`config.mk`:
```
export PLATFORM = sky130hd
export DESIGN_NAME = brick_tracker
export DESIGN_NICKNAME = d
export VERILOG_FILES = /design/src/rtl/brick_tracker.sv
export SDC_FILE = /design/constraint.sdc
export NUM_CORES = 1
export LEC_CHECK = 0
export BUFFER_PORTS_ARGS = -buffer_cell sky130_fd_sc_hd__buf_2
export CORE_MARGIN = 3
export CORE_UTILIZATION = 31
export DETAILED_ROUTE_END_ITERATION = 6
export GPL_TIMING_DRIVEN = 0
export MAX_ROUTING_LAYER = met4
export SETUP_SLACK_MARGIN = 0.2
export SYNTH_ARGS = -nofsm -noshare
export SYNTH_HDL_FRONTEND = slang
export SYNTH_SLANG_ARGS = --single-unit
```
`constraint.sdc`:
```
create_clock -name clk -period 8.58 [get_ports clk]
set_input_delay 0.858 -clock clk [delete_from_list [all_inputs] [get_ports clk]]
set_output_delay 0.858 -clock clk [all_outputs]
set_load 0.01 [all_outputs]
```
`src/rtl/brick_tracker.sv`:
```
`default_nettype none
// ============================================================================
// Module      : brick_tracker
// Description : Per-frame ball/brick collision pass over a 5x2 brick wall,
//               with brick clearing, bounce direction and saturating score.
// Revision    : 1.0 - initial release
// ============================================================================
module brick_tracker #(
  parameter int BALL_SIZE = 8
) (
  input  logic       clk,
  input  logic       rst_n,
  input  logic       frame_tick,
  input  logic [9:0] ball_x,
  input  logic [9:0] ball_y,
  input  logic       level_restart,
  output logic [9:0] alive,
  output logic       hit_valid,
  output logic [3:0] hit_index,
  output logic       bounce_x,
  output logic       bounce_y,
  output logic [7:0] score,
  output logic       busy,
  output logic       all_cleared
);

  localparam logic [10:0] c_ball      = 11'(BALL_SIZE);
  localparam logic [10:0] c_ball_half = 11'(BALL_SIZE / 2);
  localparam logic [10:0] c_brick_w   = 11'd124;
  localparam logic [10:0] c_brick_h   = 11'd20;
  localparam logic [9:0]  c_all_alive = 10'h3FF;
  localparam logic [3:0]  c_last_idx  = 4'd9;

  typedef enum logic [1:0] {
    S_IDLE    = 2'd0,
    S_SCAN    = 2'd1,
    S_RESOLVE = 2'd2
  } state_t;

  state_t      r_state;
  state_t      w_state_next;
  logic [3:0]  r_scan_idx;
  logic [9:0]  r_bx;
  logic [9:0]  r_by;
  logic        r_hit_found;
  logic [3:0]  r_hit_k;
  logic [9:0]  r_alive;
  logic        r_hit_valid;
  logic [3:0]  r_hit_index;
  logic        r_bounce_x;
  logic        r_bounce_y;
  logic [7:0]  r_score;

  // Bricks 0..4 form the top row, 5..9 the second row.
  function automatic logic [10:0] brick_left(input logic [3:0] idx);
    logic [3:0] col;
    col = (idx >= 4'd5) ? (idx - 4'd5) : idx;
    return {1'b0, col[2:0], 7'd0};
  endfunction

  function automatic logic [10:0] brick_top(input logic [3:0] idx);
    return (idx >= 4'd5) ? 11'd24 : 11'd0;
  endfunction

  logic [10:0] w_left;
  logic [10:0] w_top;
  logic [10:0] w_bx;
  logic [10:0] w_by;
  logic        w_overlap;
  logic [10:0] w_hit_top;
  logic [10:0] w_center_y;
  logic        w_side_hit;

  always_comb begin
    w_left     = brick_left(r_scan_idx);
    w_top      = brick_top(r_scan_idx);
    w_bx       = {1'b0, r_bx};
    w_by       = {1'b0, r_by};
    w_overlap  = r_alive[r_scan_idx]
                 && (w_bx < w_left + c_brick_w) && (w_left < w_bx + c_ball)
                 && (w_by < w_top + c_brick_h)  && (w_top < w_by + c_ball);
    w_hit_top  = brick_top(r_hit_k);
    w_center_y = w_by + c_ball_half;
    // Ball centre level with the brick face means it struck a side.
    w_side_hit = (w_center_y >= w_hit_top) && (w_center_y < w_hit_top + c_brick_h);
  end

  always_ff @(posedge clk or negedge rst_n) begin
    if (!rst_n) begin
      r_state <= S_IDLE;
    end else begin
      r_state <= w_state_next;
    end
  end

  always_comb begin
    w_state_next = r_state;
    case (r_state)
      S_IDLE:    if (frame_tick) w_state_next = S_SCAN;
      S_SCAN:    if (r_scan_idx == c_last_idx) w_state_next = S_RESOLVE;
      S_RESOLVE: w_state_next = S_IDLE;
      default:   w_state_next = S_IDLE;
    endcase
    if (level_restart) w_state_next = S_IDLE;
  end

  always_ff @(posedge clk or negedge rst_n) begin
    if (!rst_n) begin
      r_scan_idx  <= 4'd0;
      r_bx        <= 10'd0;
      r_by        <= 10'd0;
      r_hit_found <= 1'b0;
      r_hit_k     <= 4'd0;
      r_alive     <= c_all_alive;
      r_hit_valid <= 1'b0;
      r_hit_index <= 4'd0;
      r_bounce_x  <= 1'b0;
      r_bounce_y  <= 1'b0;
      r_score     <= 8'd0;
    end else begin
      r_hit_valid <= 1'b0;
      if (level_restart) begin
        r_alive     <= c_all_alive;
        r_hit_found <= 1'b0;
        r_scan_idx  <= 4'd0;
      end else begin
        case (r_state)
          S_IDLE: begin
            if (frame_tick) begin
              r_bx        <= ball_x;
              r_by        <= ball_y;
              r_hit_found <= 1'b0;
              r_scan_idx  <= 4'd0;
            end
          end
          S_SCAN: begin
            if (w_overlap && !r_hit_found) begin
              r_hit_found <= 1'b1;
              r_hit_k     <= r_scan_idx;
            end
            r_scan_idx <= r_scan_idx + 4'd1;
          end
          S_RESOLVE: begin
            if (r_hit_found) begin
              r_alive[r_hit_k] <= 1'b0;
              r_hit_index      <= r_hit_k;
              r_hit_valid      <= 1'b1;
              r_bounce_x       <= w_side_hit;
              r_bounce_y       <= !w_side_hit;
              if (r_score != 8'hFF) r_score <= r_score + 8'd1;
            end
          end
          default: ;
        endcase
      end
    end
  end

  assign alive       = r_alive;
  assign hit_valid   = r_hit_valid;
  assign hit_index   = r_hit_index;
  assign bounce_x    = r_bounce_x;
  assign bounce_y    = r_bounce_y;
  assign score       = r_score;
  assign busy        = (r_state != S_IDLE);
  assign all_cleared = (r_alive == 10'd0);

endmodule
`default_nettype wire

```
After elaboration in Yosys (flattened, before gate mapping)
Cells that the tools add are included.
{"block": "totals", "elab_cells": 89, "register_bits": 56, "in_bits": 24, "output_inout_bits": 27}
{"block": "op_classes", "addsub": 9, "n_bitwise": 3, "mux": 24, "magnitude_cmp": 11, "n_eq_ne": 7, "n_reduce_logical": 23}
{"cell": "10-bit two-way mux", "count": 3}
{"cell": "10-bit by 4-bit adder with 11-bit output (second input constant)", "count": 2}
{"cell": "10-bit by 11-bit less-than comparator with 1-bit output", "count": 2}
{"cell": "5-bit by 5-bit adder with 6-bit output (second input constant)", "count": 2}
{"cell": "3-bit AND reduction", "count": 4}
{"cell": "10-bit by 3-bit adder with 11-bit output (second input constant)", "count": 1}
{"cell": "10-bit by 7-bit adder with 11-bit output (second input constant)", "count": 1}
{"cell": "11-bit by 5-bit >= comparator with 1-bit output", "count": 1}
{"cell": "11-bit by 6-bit less-than comparator with 1-bit output", "count": 1}
{"cell": "5-bit by 11-bit less-than comparator with 1-bit output", "count": 1}
{"cell": "10-bit bitwise AND", "count": 1}
{"cell": "10-bit zero test", "count": 1}
{"cell": "10-bit by 6-bit less-than comparator with 1-bit output", "count": 1}
{"cell": "4-bit by 5-bit less-than comparator with 1-bit output (second input constant)", "count": 2}
{"cell": "5-bit two-way mux", "count": 2}
{"cell": "10-bit NOT", "count": 1}
{"cell": "3-bit != test (second input constant)", "count": 3}
{"cell": "8-bit by 1-bit adder with 8-bit output (second input constant)", "count": 1}
{"cell": "4-bit by 3-bit >= comparator with 1-bit output (second input constant)", "count": 2}
{"cell": "1-bit two-way mux", "count": 8}
{"cell": "4-bit two-way mux", "count": 2}
{"cell": "8-bit != test (second input constant)", "count": 1}
{"cell": "4-bit case mux with 2 select lines", "count": 1}
{"cell": "1-bit logical AND", "count": 7}
{"cell": "19 further kinds", "count": 26}

Longest topological paths before layout
{"block": "logic_depth", "ltp_word": 12, "mapped_depth": 14}

Worst setup path before layout
No wires, ideal clock.
{"block": "synth_path", "path_kind": "register to register", "start": "reg r_scan_idx[0]", "end": "reg r_hit_k[1]", "slack_ns": 5.493, "path_buffers": 1, "required_ns": 8.455, "path_stages_with_launch": 15, "t_arrival_ns": 2.962, "setup_ns": 0.125, "period_less_slack_ns": 3.087, "cell_sequence": "dfrtp_1 buf_2 inv_1 ha_1 nand2b_1 a21oi_1 xnor2_1 inv_1 ha_1 and3_1 o41ai_2 nand2_1 a22o_1 nor4_4 mux2_2"}
{"block": "synth_via", "elab_chain_len": 10}
{"item": "start: declaration", "line_no": "42", "text": "logic [3:0] r_scan_idx;"}
{"item": "start signal: assignment", "line_no": "141", "text": "r_scan_idx <= r_scan_idx + 4'd1;"}
{"item": "4-bit by 3-bit >= comparator with 1-bit output or 3-bit subtractor (tied branches)", "line_no": "57, 62"}
{"item": "3-bit two-way mux", "line_no": "57", "text": "col = (idx >= 4'd5) ? (idx - 4'd5) : idx;"}
{"item": "10-bit by 7-bit adder with 11-bit output", "line_no": "80", "text": "&& (w_bx < w_left + c_brick_w) && (w_left < w_bx + c_ball)"}
{"item": "10-bit by 11-bit less-than comparator with 1-bit output", "line_no": "80"}
{"item": "1-bit logical AND (2 in a row)", "line_no": "80"}
{"item": "1-bit logical AND", "line_no": "81", "text": "&& (w_by < w_top + c_brick_h) && (w_top < w_by + c_ball);"}
{"item": "1-bit logical AND (*)", "line_no": "81"}
{"item": "1-bit logical AND (*)", "line_no": "137", "text": "if (w_overlap && !r_hit_found) begin"}
{"item": "3-bit AND reduction (no source line) (*)"}
{"item": "end signal: assignment", "line_no": "139", "text": "r_hit_k <= r_scan_idx;"}
{"item": "end: declaration", "line_no": "46", "text": "logic [3:0] r_hit_k;"}
Every way passes the cells marked *; elsewhere a longest branch is shown, timed or not. The select of a mux whose other input is x is not followed.
A chain may end at the register's enable or synchronous reset.

Worst setup path after layout
{"block": "layout_path", "start": "reg r_scan_idx[1]", "end": "reg r_hit_k[3]"}
The elaborated chain is that of the path after synthesis.

==> flow_summary.toml <==
[floorplan]
rows = 35
core_area_um2 = 9420
io_pins = 51
fp.dieW_um = 106
die_y_um = 106
fp.dieArea_um2 = 11100
start_util = 0.326

[place]
portBuffers = 49
hpwl_mm = 5.14
gp_congestion = 0.853

[clock_tree]
cts_sinks = 56
numCtsBuffers = 5
ctsHoldBuffers = 0
cts_resized = 0
post_cts_buffers = 0
clockBufferDepth = 2
cts_tree = "built"
clk_pin_slew_worst_paths_ns = 0.10
htree_num_levels = 2
cts-root-buf = "clkbuf_8"
worstSkewPairLatency_ns = 0.31

[final_layout]
layout-drive-gt1-share = 0.305
final_cell_mix = "51 x buf_2, 46 x dfrtp_1, 24 x nand2_1, 24 x mux2_2, 20 x ha_1"
area_growth_pct = 17.3
multi_input_area_um2 = 1550
fillers = 951
seqCellArea_um2 = 1410
diodes = 0
fin_nets = 387
final_common_cell = "buf_2"
final_core_util = 0.383

[routing]
via_count = 2371
dr.pass1.iters = 4
final_antenna_net_count = 0
drt-initial-drc-count = 51
wl_per_cell_um = 14.5
drc_errors = 0
post_drt_via_cell_ratio = 5.01
totalWireLength_mm = 6.85

[logic_synthesis]
syn_inst = 287
synthTopCellsByArea = "dfrtp_1 37%, mux2_2 8.8%, dfstp_2 8.6%"
async_reset_ff_frac = 1.00
synth_top_area_share = 0.375
synth_seq_area_share = 0.460
ys_types = 51
yosysTopAreaCell = "dfrtp_1"
synth_edf_count = 0
synth_ff_type = "dfrtp_1"
synth_area_um2 = 3070
syn-num-nets = 331
yosysWarnings = 0
syn_avg_cell_area_um2 = 10.7
ys_seq_elements = 56

[critical_path]
crit_fanout = 7
path_class = "reg -> reg"
arrival_ns = 3.74
endpoint_kind = "flip-flop"
worstPathRequired_ns = 8.79
cp-start-kind = "flip-flop"

[timing]
fin_tns_setup_ns = 0
worst_pin_slew_ns = 0.732
max_freq_mhz = 283
fin_skew_ns = 0.00715
max_slew_margin = 0.512
hold_viol = 0
rsz0062_at_grt = "no"
drv_slew = 0
period_needed_ns = 3.53
finalCritPeriodShare = 0.412
finalSetupViolCount = 0

[grt]
antenna_found_initial = 0
grt_pass1_wl_mm = 11.9
track_usage = 0.134
overflow = 0
grt_pass1_vias = 2404
grt_max_degree = 57

[hold_path]
hold_class = "reg -> reg"

[flow_run]
max_cap_violations = 0

[power_and_ir_drop]
irDropWorstVdd_mv = 0.0772
power.density_nw_per_um2 = 171
total_power_mw = 0.618
p_leak_nw = 1.62

[status]
status = "complete, no violations"
synth_stat cells, drive strengths merged, types with 2 or more instances:
library cell / n
o22ai: 2
xor2: 5
dfrtp: 46
o22a: 2
buf: 5
o21ai: 11
nand3: 6
clkbuf: 4
dfstp: 10
o2111ai: 2
and2: 2
nand3b: 2
nor3: 7
nand4: 5
a211oi: 2
a21o: 7
o32ai: 2
inv: 15
o32a: 4
or2: 3
ha: 20
and3: 5
a21oi: 13
nand2b: 3
a22o: 2
mux2: 24
nor2: 19
mux2i: 6
nor4: 3
nand2: 24
nor3b: 2
or4: 3
xnor2: 9
flip-flops by register name, summed over array words and instances (netlist names):
name and flops:
r_by 10, bounce_x 1, r_hit_found 1, alive 10, bounce_y 1, r_hit_k 4
r_bx 10, r_state 2, hit_index 4, score 8, r_scan_idx 4, hit_valid 1
cell families (layout without fill, tap and decap cells):
group	Yosys count	count (layout)	synth area share
buffers and inverters	24	81	0.0342
xor gates and xnor gates	14	14	0.0399
DFF	56	56	0.460
muxes	30	30	0.107
and+or+nand+nor	89	89	0.154
adders and majority gates	20	20	0.0814
AOI/OAI and AO/OA	54	54	0.123
cell type report:
type	instances	area share
plain buffers	9	0.0135
repair buffers	49	0.0688
well taps	129	0.0448
clock buffers	8	0.0337
flip-flops and latches	56	0.392
multi-input cells	207	0.431
inverters	15	0.0156
metrics by stage:
step	setup WS, ns	hold WS (ns)	cells	instance area, um2
final	5.05	0.493	473	3600
after CTS	5.07	0.501	473	3600
after detailed placement	5.08	0.478	465	3480
after floorplan	5.49	0.434	287	3070
after global placement	5.12	0.468	465	3480
after global routing	4.74	0.520	473	3600
routing by layer:
metal  global-route usage  routed length (um)
met5                    -                   0
met4               0.0463                  98
met3               0.0178                 300
met2                0.209                3230
met1                0.179                3230
worst paths after layout:
check	slack, ns	end	from	cells after the start
worst max-delay path	5.05	r_hit_k[3]	r_scan_idx[1]	13
worst min-delay path	0.49	bounce_x	bounce_x	1
worst max register to register	5.05	r_hit_k[3]	r_scan_idx[1]	13
worst min register to register	0.49	bounce_x	bounce_x	1
max in group asynchronous	7.49	r_scan_idx[1]	rst_n	1
min in group asynchronous	0.59	r_bx[1]	rst_n	1
power breakdown:
part | switching [mW] | leakage, nW | total (mW) | internal (mW)
Clock | 0.0866 | 0.0627 | 0.178 | 0.0915
Combinational | 0.0659 | 0.870 | 0.127 | 0.0612
Sequential | 0.0248 | 0.691 | 0.312 | 0.288
Total | 0.177 | 1.62 | 0.618 | 0.440
worst max-delay path: stages, from the launching register on:
cell and delay [ns]:
dfrtp_1 0.50, inv_1 0.13, ha_1 0.24, nand2b_1 0.18, a21oi_1 0.35, xnor2_1 0.23, inv_1 0.08, ha_1 0.27
and3_1 0.18, o41ai_2 0.21, nand2_1 0.08, a22o_1 0.23, nor4_4 0.38, mux2_2 0.38
Note: power is estimated with default switching activity, not from simulation.
